===== src/rtl/mem_access_unit.sv =====
// mem_access_unit: MEM-stage load/store engine with req/ready memory handshake, stall and MEM->WB register
module mem_access_unit #(
    parameter int WIDTH   = 32,
    parameter int TIMEOUT = 16
) (
    input  logic             clk,
    input  logic             rst,
    input  logic             regwrite_mem,
    input  logic             memtoreg_mem,
    input  logic             memwrite_mem,
    input  logic [WIDTH-1:0] aluout_mem,
    input  logic [WIDTH-1:0] writedata_mem,
    input  logic [4:0]       regaddr_mem,
    output logic             stall_mem,
    output logic             dmem_req,
    output logic             dmem_we,
    output logic [WIDTH-1:0] dmem_addr,
    output logic [WIDTH-1:0] dmem_wdata,
    input  logic             dmem_ready,
    input  logic [WIDTH-1:0] dmem_rdata,
    output logic             regwrite_wb,
    output logic             memtoreg_wb,
    output logic [WIDTH-1:0] aluout_wb,
    output logic [WIDTH-1:0] readdata_wb,
    output logic [4:0]       regaddr_wb,
    output logic             err_misalign,
    output logic             err_timeout
);
    localparam int CW = $clog2(TIMEOUT + 1);
    typedef enum logic {IDLE, WAIT} state_t;
    state_t state, state_n;
    logic [CW-1:0] cnt;
    logic memop, misal, start, done, tmo, pass;
    assign memop = memtoreg_mem | memwrite_mem;
    assign misal = memop & (aluout_mem[1:0] != 2'b00);
    assign start = (state == IDLE) & memop & !misal;
    assign done  = (state == WAIT) & dmem_ready;
    assign tmo   = (state == WAIT) & !dmem_ready & (cnt == CW'(TIMEOUT - 1));
    assign pass  = ((state == IDLE) & !memop) | done;
    always_comb begin
        state_n   = state;
        stall_mem = 1'b0;
        if (state == IDLE) begin
            stall_mem = start;
            state_n   = start ? WAIT : IDLE;
        end else begin
            stall_mem = !dmem_ready & !tmo;
            state_n   = (done | tmo) ? IDLE : WAIT;
        end
        stall_mem = stall_mem & !rst;
    end
    always_ff @(posedge clk or posedge rst) begin
        if (rst) begin
            state        <= IDLE;
            cnt          <= '0;
            dmem_req     <= 1'b0;
            dmem_we      <= 1'b0;
            dmem_addr    <= '0;
            dmem_wdata   <= '0;
            regwrite_wb  <= 1'b0;
            memtoreg_wb  <= 1'b0;
            aluout_wb    <= '0;
            readdata_wb  <= '0;
            regaddr_wb   <= '0;
            err_misalign <= 1'b0;
            err_timeout  <= 1'b0;
        end else begin
            state        <= state_n;
            err_misalign <= (state == IDLE) & misal;
            err_timeout  <= tmo;
            if (start) begin
                dmem_req   <= 1'b1;
                dmem_we    <= memwrite_mem;
                dmem_addr  <= aluout_mem;
                dmem_wdata <= writedata_mem;
                cnt        <= '0;
            end else if (done | tmo) begin
                dmem_req <= 1'b0;
            end else if (state == WAIT) begin
                cnt <= cnt + 1'b1;
            end
            // anything not passing through is written as an all-zero bubble
            regwrite_wb <= pass & regwrite_mem;
            memtoreg_wb <= pass & memtoreg_mem;
            aluout_wb   <= pass ? aluout_mem : '0;
            regaddr_wb  <= pass ? regaddr_mem : 5'd0;
            readdata_wb <= done ? dmem_rdata : '0;
        end
    end
endmodule


===== config.mk =====
export PLATFORM = sky130hd
export DESIGN_NAME = mem_access_unit
export DESIGN_NICKNAME = d
export VERILOG_FILES = /design/src/rtl/mem_access_unit.sv
export SDC_FILE = /design/constraint.sdc
export NUM_CORES = 1
export LEC_CHECK = 0
export BUFFER_PORTS_ARGS = -buffer_cell sky130_fd_sc_hd__buf_4
export CORE_AREA = 2 2 109 111
export CTS_CLUSTER_SIZE = 10
export DETAILED_ROUTE_END_ITERATION = 8
export DIE_AREA = 0 0 111 113
export PLACE_DENSITY = 0.79
export SYNTH_ARGS = -nofsm -noshare
export SYNTH_HDL_FRONTEND = slang
export SYNTH_SLANG_ARGS = --single-unit

===== constraint.sdc =====
create_clock -name clk -period 6.6 [get_ports clk]
set_clock_uncertainty 0.2 [all_clocks]
set_input_delay 1.32 -clock clk [delete_from_list [all_inputs] [get_ports clk]]
set_output_delay 1.32 -clock clk [all_outputs]
set_load 0.05 [all_outputs]

==> flow_summary.json, run 1 <==
{
  "synthFlopType": "dfrtp_1",
  "io_buffers": 246,
  "syn-num-nets": 439,
  "rsz0062_at_grt": "false",
  "p_clk_share_pct": 31.9,
  "combinationalPowerShare_pct": 30.2,
  "cts_max_level": 4,
  "end_kind": "primary output",
  "dpl.hpwl_um": 8690,
  "antenna_found_initial": 0,
  "drt_iter0_markers": 142,
  "use_met2_pct": 33.8,
  "vias_per_cell": 4.76,
  "reg2reg_depth": 3,
  "path_cells": "buf_4 -> inv_6 -> o21a_1 -> buf_4",
  "fmax_mhz": 255,
  "seq_power_share_pct": 37.9,
  "tightest_slew_ns": 0.956,
  "synthesis.instances": 330,
  "setup_violations": 0,
  "p_int_uw": 1870,
  "yosysTopAreaCell": "dfrtp_1",
  "multiInputGateArea_mm2": 0.00138,
  "tns_ns": 0,
  "cp-start-kind": "input pin",
  "p_leak_uw": 0.00394,
  "dpl_cell_area_mm2": 0.00706,
  "grt_max_degree": 85,
  "ios": 247,
  "finalCriticalPeriod_ns": 3.93,
  "final_cell_area_mm2": 0.00763,
  "drive_above_1_share_pct": 57.9,
  "ys_seq_area_share_pct": 70.6,
  "antennaDiodeCount": 0,
  "ys_ff_latch": 145,
  "dr.pass1.iters": 4,
  "syn-mean-instance-area_um2": 15.6,
  "wire_per_inst_um": 16.5,
  "area_delta_synth_final_pct": 48.6,
  "cts_resized": 0,
  "synth_edf_count": 0,
  "status": "completed",
  "synthTopCellsByCount": "dfrtp_1, mux2_2, nor2b_1, and3_1, clkbuf_1",
  "grt_use_met1_pct": 23.8,
  "drc": 0,
  "grt_pass1_wl_um": 19400,
  "placed_cells": 702,
  "min_period_over_period_pct": 59.5,
  "synth_most_common_cell": "dfrtp_1",
  "power.share.switching_pct": 34.6,
  "ys_async_sr_fraction_pct": 100,
  "final-hold-violation-count": 0,
  "hp-class": "reg2reg",
  "clkTransAtPathRegs_ns": 0.05,
  "cp.arrival_ns": 2.41,
  "critPathKind": "in2out",
  "drv_slew": 0,
  "clock_sinks": 145,
  "p_sw_uw": 991,
  "die_h_um": 113,
  "cts_made_buffers": 17,
  "path_common_cell": "buf_4",
  "stdcell_count": 732,
  "grt_usage_pct": 19.9,
  "holdBufCountCts": 0,
  "core_mm2": 0.0113,
  "path_max_fanout": 84,
  "ant_nets": 0,
  "cts-root-buf": "clkbuf_16",
  "pwr_density_cell_mw_per_mm2": 375,
  "fillers": 824,
  "num_rows": 39,
  "vias": 3484,
  "slew_headroom_pct": 36.3,
  "grt-ovfl-total": 0,
  "grt_util_met3_pct": 6.43,
  "ys_warn_count": 0,
  "cts.path.max_buffers": 2,
  "max-cap-violations": 0,
  "grt_busiest_layer": "met2",
  "synth_top_area_share_pct": 70.6,
  "cts_setup_buffers": 0,
  "grt_pass1_vias": 3790,
  "globalplace.congestion": 0.782,
  "cpMaxStageDelayCell": "inv_6",
  "start_util_pct": 45.6,
  "ys_types": 26,
  "synthTopCellsByArea": "dfrtp_1, mux2_2, nor2b_1, and3_1, buf_6",
  "syn-cell-area_mm2": 0.00514,
  "nNetsFinal": 687,
  "final-seq-area_mm2": 0.00363,
  "max_stage_delay_ns": 0.50,
  "crit_required_ns": 5.08,
  "cts_tree": "built",
  "drt-total-wl_um": 12100,
  "peakVddDrop_v": 0.000224,
  "dieArea_mm2": 0.0125,
  "min_path_cells": 1,
  "clock_latency_ns": 0.40,
  "power_uw": 2860,
  "dieWidth_um": 111
}
-- power by group through the flow --
stage,combinational (uW),sequential [uW],clock (uW)
after floorplan,157,1520,0
after global placement,859,1100,0
after detailed placement,872,1100,0
after CTS,872,1090,934
after global routing,900,1100,972
final,864,1090,913
-- worst max-delay path, delay by kind of cell --
family / cells / cell delay, ns
AO/OA/AOI/OAI: 1 / 0.22
buffers and inverters: 3 / 0.81
-- flip-flops by register name, indices dropped and copies added (netlist names) --
register      flops
regwrite_wb       1
regaddr_wb        5
cnt               5
err_timeout       1
err_misalign      1
memtoreg_wb       1
state             1
dmem_we           1
dmem_wdata       32
dmem_req          1
aluout_wb        32
readdata_wb      32
dmem_addr        32
-- cell families after synthesis --
| kind of cell | Yosys count | share of synthesized area [%] |
|---|---|---|
| and+or+nand+nor | 90 | 11.1 |
| AOI/OAI and AO/OA | 4 | 0.585 |
| buffers and inverters | 21 | 2.46 |
| xor gates and xnor gates | 2 | 0.341 |
| DFF | 145 | 70.6 |
| muxes | 66 | 14.4 |
| adders and majority gates | 2 | 0.487 |
-- through the flow --
step	hold slack (ns)	utilization, %	worst slack [ns]
after floorplan	0.335	-	0.109
after global placement	0.272	62.7	2.66
after detailed placement	0.280	62.7	2.64
after CTS	0.293	67.7	2.63
after global routing	0.318	67.7	2.50
final	0.290	67.7	2.67
-- routing by layer --
| layer | vias to the layer above | share of wire [%] |
|---|---|---|
| li1 | 1607 | - |
| met1 | 1700 | 39 |
| met2 | 154 | 51 |
| met3 | 23 | 7.4 |
| met4 | 0 | 2.2 |
| met5 | - | 0 |
-- layout make-up --
| cell class | count | area share [%] |
|---|---|---|
| inverter | 2 | 0.164 |
| tap | 143 | 2.34 |
| multi-input combinational | 164 | 18.1 |
| sequential | 145 | 47.5 |
| clock inverter | 10 | 1.48 |
| timing repair buffer | 248 | 24.4 |
| clock buffer | 20 | 5.98 |
-- placed cells by master, fill, tap and decap left out, types with 2 or more instances in the layout --
cell type / n
bufinv_16: 2
clkinvlp_4: 5
nand2_1: 2
xnor2_1: 2
nor3_1: 2
and3_1: 34
clkbuf_16: 17
clkinv_2: 3
clkbuf_8: 2
mux2i_1: 2
nor2_1: 6
mux2_2: 59
dfrtp_1: 145
ha_1: 2
buf_4: 248
mux2_1: 5
nor2b_1: 40
-- worst paths after layout --
kind,start,slack (ns),end
max in group asynchronous,rst,4.10,aluout_wb[16]
hold reg to reg,dmem_addr[29],0.29,dmem_addr[29]
setup / recovery,rst,2.67,stall_mem
min in group asynchronous,rst,0.85,dmem_wdata[23]
setup reg to reg,state,3.85,dmem_wdata[29]
hold / removal,dmem_addr[29],0.29,dmem_addr[29]
Note: power is estimated with default switching activity, not from simulation.
==> inputs of run 2 (changes only) <==
==> config.mk (replaced) <==
export PLATFORM = sky130hd
export DESIGN_NAME = mem_access_unit
export DESIGN_NICKNAME = d
export VERILOG_FILES = /design/src/rtl/mem_access_unit.sv
export SDC_FILE = /design/constraint.sdc
export NUM_CORES = 1
export LEC_CHECK = 0
export ABC_AREA = 1
export BUFFER_PORTS_ARGS = -buffer_cell sky130_fd_sc_hd__buf_4
export CORE_AREA = 2 2 112 114
export CTS_CLUSTER_SIZE = 10
export DETAILED_ROUTE_END_ITERATION = 8
export DIE_AREA = 0 0 114 116
export PLACE_DENSITY = 0.78
export SYNTH_ARGS = -nofsm -noshare
export SYNTH_HDL_FRONTEND = slang
export SYNTH_SLANG_ARGS = --single-unit
==> constraint.sdc (replaced) <==
create_clock -name clk -period 4 [get_ports clk]
set_clock_uncertainty 0.2 [all_clocks]
set_input_delay 0.8 -clock clk [delete_from_list [all_inputs] [get_ports clk]]
set_output_delay 0.8 -clock clk [all_outputs]
set_load 0.05 [all_outputs]
==> run 2 against run 1 <==
Against the previous run:
- first-iteration DRC count rose by 51%
- largest power group unchanged
- sequential power grew 61%
- highest routed layer unchanged
- clock power rose by 68%
- non-clock buffer count is 4 higher
- die area up 5.4%
- via count is 19% higher
==> flow_summary.json, run 2 <==
{
  "die_h_um": 116,
  "finalCriticalPeriod_ns": 3.11,
  "antennaDiodeCount": 0,
  "drt_iter0_markers": 214,
  "pwr_density_cell_mw_per_mm2": 586,
  "synthTopCellsByCount": "dfrtp_1, inv_1, nand2_1, nor2_1, o21ai_2",
  "slew_headroom_pct": 31.2,
  "hp-class": "reg2reg",
  "grt_usage_pct": 20.3,
  "holdBufCountCts": 0,
  "ys_warn_count": 0,
  "syn-cell-area_mm2": 0.00550,
  "cts_setup_buffers": 0,
  "vias": 4142,
  "fmax_mhz": 322,
  "reg2reg_depth": 5,
  "path_cells": "ha_1 -> nand2_1 -> nor2_1 -> ha_1 -> inv_1 -> nand3_1 -> a21oi_2 -> buf_4",
  "antenna_found_initial": 0,
  "start_util_pct": 46.2,
  "path_max_fanout": 8,
  "min_period_over_period_pct": 77.7,
  "tightest_slew_ns": 1.03,
  "drc": 0,
  "tns_ns": 0,
  "hold_slack_ns": 0.280,
  "final_cell_mix": "buf_4, dfrtp_1, inv_1, nand2_1, nor2_1",
  "nNetsFinal": 873,
  "grt-ovfl-total": 0,
  "vias_per_cell": 4.48,
  "ys_async_sr_fraction_pct": 100,
  "crit_required_ns": 3.00,
  "core_mm2": 0.0119,
  "synthFlopType": "dfrtp_1",
  "grt_max_degree": 94,
  "setup_violations": 0,
  "cts_max_level": 4,
  "area_delta_synth_final_pct": 45.4,
  "clock_latency_ns": 0.41,
  "ys_types": 19,
  "min_from": "dmem_wdata[13]",
  "ios": 247,
  "worstSetupStartpoint": "cnt[0]",
  "syn-mean-instance-area_um2": 10.7,
  "critPathKind": "reg2out",
  "r2r_start": "state",
  "synth_edf_count": 0,
  "cp-start-kind": "flip-flop",
  "endpoint": "stall_mem",
  "dr.pass1.iters": 6,
  "drt-total-wl_um": 13000,
  "final_cell_area_mm2": 0.00799,
  "cts.path.max_buffers": 2,
  "ys_ff_latch": 145,
  "setup_ws_ns": 0.891,
  "dieArea_mm2": 0.0132,
  "globalplace.congestion": 0.784,
  "cts_tree": "built",
  "dpl.hpwl_um": 9460,
  "clock_sinks": 145,
  "ant_nets": 0,
  "final_common_cell": "buf_4",
  "cts-root-buf": "clkbuf_16",
  "wire_per_inst_um": 14.0,
  "cpMaxStageDelayCell": "dfrtp_1",
  "reg2reg_slack_ns": 2.01,
  "dpl_cell_area_mm2": 0.00741,
  "synth_top_area_share_pct": 66.0,
  "cp.arrival_ns": 2.11,
  "syn-num-nets": 624,
  "cts_made_buffers": 17,
  "clkTransAtPathRegs_ns": 0.06,
  "synthTopCellsByArea": "dfrtp_1, o21ai_2, inv_1, nand2_1, nor2_1",
  "yosysTopAreaCell": "dfrtp_1",
  "num_rows": 40,
  "final-hold-violation-count": 0,
  "peakVddDrop_v": 0.000287,
  "end_kind": "primary output",
  "path_common_cell": "ha_1",
  "drv_slew": 0,
  "p_leak_uw": 0.00459,
  "pre_cts_ws_ns": 1.29,
  "r2r-end": "dmem_wdata[16]",
  "ys_seq_area_share_pct": 66.0,
  "dieWidth_um": 114,
  "synth_most_common_cell": "dfrtp_1",
  "finish.utilization_pct": 67.1,
  "drive_above_1_share_pct": 44.5,
  "synthesis.instances": 515,
  "io_buffers": 246,
  "max-cap-violations": 0,
  "grt_pass1_vias": 4193,
  "cts_resized": 0,
  "max_stage_delay_ns": 0.42,
  "status": "completed",
  "rsz0062_at_grt": "false",
  "grt_pass1_wl_um": 20300
}
run 2: cell count changes in the layout (fill, tap and decap cells not counted), sizes merged, moves of 7 or more:
cell,delta
and3,-34
nand2,+77
nor2b,-40
nand3,+8
nor2,+71
inv,+109
clkbuf,+7
o21ai,+66
mux2,-64
run 2: per-layer routing:
| metal | vias to the layer above | share of wire, % | global-route usage, % |
|---|---|---|---|
| li1 | 2013 | - | - |
| met1 | 1934 | 38 | 23.3 |
| met2 | 167 | 54 | 35.6 |
| met3 | 28 | 5.7 | 5.49 |
| met4 | 0 | 2.4 | 9.43 |
| met5 | - | 0 | 0 |
run 2: area by class of cell:
| cell class | count | area [um^2] |
|---|---|---|
| Sequential cell | 145 | 3630 |
| Inverter | 112 | 424 |
| Tap cell | 147 | 184 |
| Multi-Input combinational cell | 236 | 1250 |
| Timing Repair Buffer | 252 | 1930 |
| Clock inverter | 5 | 75.1 |
| Fill cell | 947 | 3920 |
| Clock buffer | 27 | 503 |
run 2: cell families after synthesis:
logic type,after synthesis,share of synthesized area (%)
AO/OA/AOI/OAI,68,9.88
adder cells (fa/ha/maj),2,0.455
buffers and inverters,134,11.4
flip-flops,145,66.0
AND/OR/NAND/NOR,166,12.2
run 2: critical path: cells and delay by family (launching register included):
kind | cells | cell delay, ns
AO/OA/AOI/OAI | 1 | 0.22
flip-flops | 1 | 0.42
adder cells (fa/ha/maj) | 2 | 0.43
AND/OR/NAND/NOR | 3 | 0.36
buffers and inverters | 2 | 0.28
run 2: how the worst min path moves through the flow:
stage | to | slack, ns | cells after the start
2_1_floorplan | cnt[4] | 0.28 | 2
3_3_place_gp | dmem_addr[0] | 0.26 | 2
3_5_place_dp | dmem_addr[1] | 0.26 | 2
4_1_cts | dmem_addr[1] | 0.28 | 2
5_1_grt | dmem_addr[9] | 0.29 | 2
6_report | dmem_wdata[13] | 0.28 | 2
run 2: where the power goes:
group / leakage (uW) / internal, uW / switching, uW / total, uW
clock: 0.000285 / 982 / 544 / 1530
sequential: 0.00188 / 1660 / 102 / 1760
combinational: 0.00243 / 419 / 978 / 1400
run 2: through the flow:
step | instances | total power, uW
2_1_floorplan | 515 | 2720
3_3_place_gp | 892 | 3160
3_5_place_dp | 892 | 3190
4_1_cts | 924 | 4730
5_1_grt | 924 | 4890
6_report | 924 | 4680
==> inputs of run 3 (changes only) <==
==> config.mk (replaced) <==
export PLATFORM = sky130hd
export DESIGN_NAME = mem_access_unit
export DESIGN_NICKNAME = d
export VERILOG_FILES = /design/src/rtl/mem_access_unit.sv
export SDC_FILE = /design/constraint.sdc
export NUM_CORES = 1
export LEC_CHECK = 0
export ABC_AREA = 0
export BUFFER_PORTS_ARGS = -buffer_cell sky130_fd_sc_hd__buf_4
export CORE_AREA = 2 2 115 117
export CTS_CLUSTER_SIZE = 10
export DETAILED_ROUTE_END_ITERATION = 8
export DIE_AREA = 0 0 117 119
export PLACE_DENSITY = 0.74
export SYNTH_ARGS = -nofsm -noshare
export SYNTH_HDL_FRONTEND = slang
export SYNTH_SLANG_ARGS = --single-unit
==> constraint.sdc (replaced) <==
create_clock -name clk -period 2.7 [get_ports clk]
set_clock_uncertainty 0.2 [all_clocks]
set_input_delay 0.54 -clock clk [delete_from_list [all_inputs] [get_ports clk]]
set_output_delay 0.54 -clock clk [all_outputs]
set_load 0.05 [all_outputs]
==> run 3 against run 2 <==
Against the previous run:
- clock power increased by 47%
- die area rose by 5.3%
- power rose by 51%
- setup slack worse by 0.83 ns
- count of clock-buffer cells in the layout down 9
- critical endpoint unchanged
- sequential power increased by 50%
- combinational power rose by 55%
- core utilization decreased by 6.7 points
- worst hold slack worse by 0.13 ns
- largest cell class unchanged
==> flow_summary.json, run 3 (same netlist as run 1, synthesis figures left out) <==
{
  "status": "completed",
  "reg2reg_depth": 8,
  "setup_violations": 0,
  "tightest_slew_ns": 0.786,
  "setup_ws_ns": 0.0565,
  "max_stage_delay_ns": 0.41,
  "drv_slew": 0,
  "final_cell_mix": "buf_4, dfrtp_1, mux2_2, nor2b_1, and3_1",
  "drt_iter0_markers": 121,
  "path_max_fanout": 4,
  "dpl.hpwl_um": 8980,
  "final_common_cell": "buf_4",
  "vias": 3548,
  "p_leak_uw": 0.00398,
  "r2r_start": "cnt[1]",
  "ant_nets": 0,
  "max-cap-violations": 0,
  "hp-class": "in2async",
  "antennaDiodeCount": 0,
  "critPathKind": "reg2out",
  "hold_slack_ns": 0.148,
  "cp_top_family": "flip-flops",
  "peakVddDrop_v": 0.000455,
  "min_period_over_period_pct": 97.9,
  "final-seq-area_mm2": 0.00363,
  "globalplace.congestion": 0.772,
  "core_mm2": 0.0129,
  "cp.arrival_ns": 1.90,
  "grt_pass1_wl_um": 19000,
  "drc": 0,
  "slew_headroom_pct": 47.6,
  "pwr_density_cell_mw_per_mm2": 908,
  "cts-root-buf": "clkbuf_16",
  "grt_use_met1_pct": 20.6,
  "cp-start-kind": "flip-flop",
  "end_kind": "primary output",
  "cts_max_level": 4,
  "crit_buf_inv": 1,
  "wire_per_inst_um": 16.3,
  "dr.pass1.iters": 4,
  "area_delta_synth_final_pct": 51.4,
  "num_rows": 42,
  "vias_per_cell": 4.58,
  "final-hold-violation-count": 0,
  "clock_latency_ns": 0.41,
  "fmax_mhz": 378,
  "clkTransAtPathRegs_ns": 0.06,
  "pre_cts_ws_ns": 0.419,
  "ios": 247,
  "path_common_cell": "ha_2",
  "r2r-end": "cnt[4]",
  "cts_tree": "built",
  "grt_usage_pct": 18.3,
  "drive_above_1_share_pct": 58.9,
  "power_uw": 7060,
  "finish.utilization_pct": 60.4,
  "crit_required_ns": 1.96,
  "dieWidth_um": 117,
  "grt_max_degree": 146,
  "fillers": 1045,
  "antenna_found_initial": 0,
  "cpMaxStageDelayCell": "dfrtp_1",
  "finalCriticalPeriod_ns": 2.64,
  "reg2reg_slack_ns": 0.59,
  "use_met2_pct": 30.6,
  "clock_sinks": 145,
  "dieArea_mm2": 0.0139,
  "start_util_pct": 39.9,
  "grt_pass1_vias": 3651,
  "path_cells": "ha_2 -> and3_1 -> ha_2 -> nor3b_2 -> o21a_1 -> buf_6",
  "cts.path.max_buffers": 2,
  "grt_busiest_layer": "met2",
  "drt-total-wl_um": 12700,
  "io_buffers": 246,
  "grt_util_met3_pct": 7.84,
  "cts_made_buffers": 17,
  "grt-ovfl-total": 0,
  "multiInputGateArea_mm2": 0.00139,
  "die_h_um": 119,
  "nNetsFinal": 694
}
## run 3: timing repair
| item | CTS | global route |
|---|---|---|
| pin swaps | 0 | 1 |
| endpoints found under the setup margin | 1 | 1 |
| hold buffers | 0 | 0 |
| setup buffers | 1 | 2 |
| resized for setup | 1 | 2 |
## run 3: layout make-up
type / count / area share, %
Clock inverter: 14 / 1.83
Tap cell: 176 / 2.83
Sequential cell: 145 / 46.7
Inverter: 2 / 0.145
Multi-Input combinational cell: 164 / 17.8
Clock buffer: 18 / 5.52
Timing Repair Buffer: 255 / 25.2
## run 3: worst max path at each step
| stage | startpoint | endpoint | slack [ns] | depth (start not counted) |
|---|---|---|---|---|
| CTS | cnt[1] | stall_mem | 0.005 | 6 |
| finish | cnt[1] | stall_mem | 0.06 | 6 |
| floorplan | rst | stall_mem | -1.22 | 2 |
| global route | cnt[1] | stall_mem | -0.03 | 6 |
| global placement | cnt[0] | stall_mem | 0.49 | 6 |
| detailed placement | cnt[0] | stall_mem | 0.42 | 6 |
## run 3: per-layer routing
metal	part of all wire [%]	vias up
met1	39	1738
met3	8.1	27
met2	50	159
met5	0	-
met4	2.5	0
li1	-	1624
## run 3: where the power goes
part	leakage (uW)	internal [uW]	switching, uW
clock	0.000264	1350	896
sequential	0.00185	2480	157
combinational	0.00187	735	1440
total	0.00398	4570	2490
## run 3: worst reg2reg max path: cells and delay by family, from the launching register on
kind / cells / cell delay [ns]
adder cells (fa/ha/maj): 2 / 0.38
buffers and inverters: 2 / 0.27
flip-flops: 1 / 0.41
multiplexers: 1 / 0.34
AND/OR/NAND/NOR: 3 / 0.45
## run 3: stage by stage
| stage | std cells | area [um^2] | setup TNS [ns] |
|---|---|---|---|
| floorplan | 330 | 5140 | -1.22 |
| global placement | 739 | 7170 | 0 |
| CTS | 772 | 7750 | 0 |
| finish | 774 | 7770 | 0 |
| detailed placement | 739 | 7170 | 0 |
| global route | 774 | 7770 | -0.0302 |
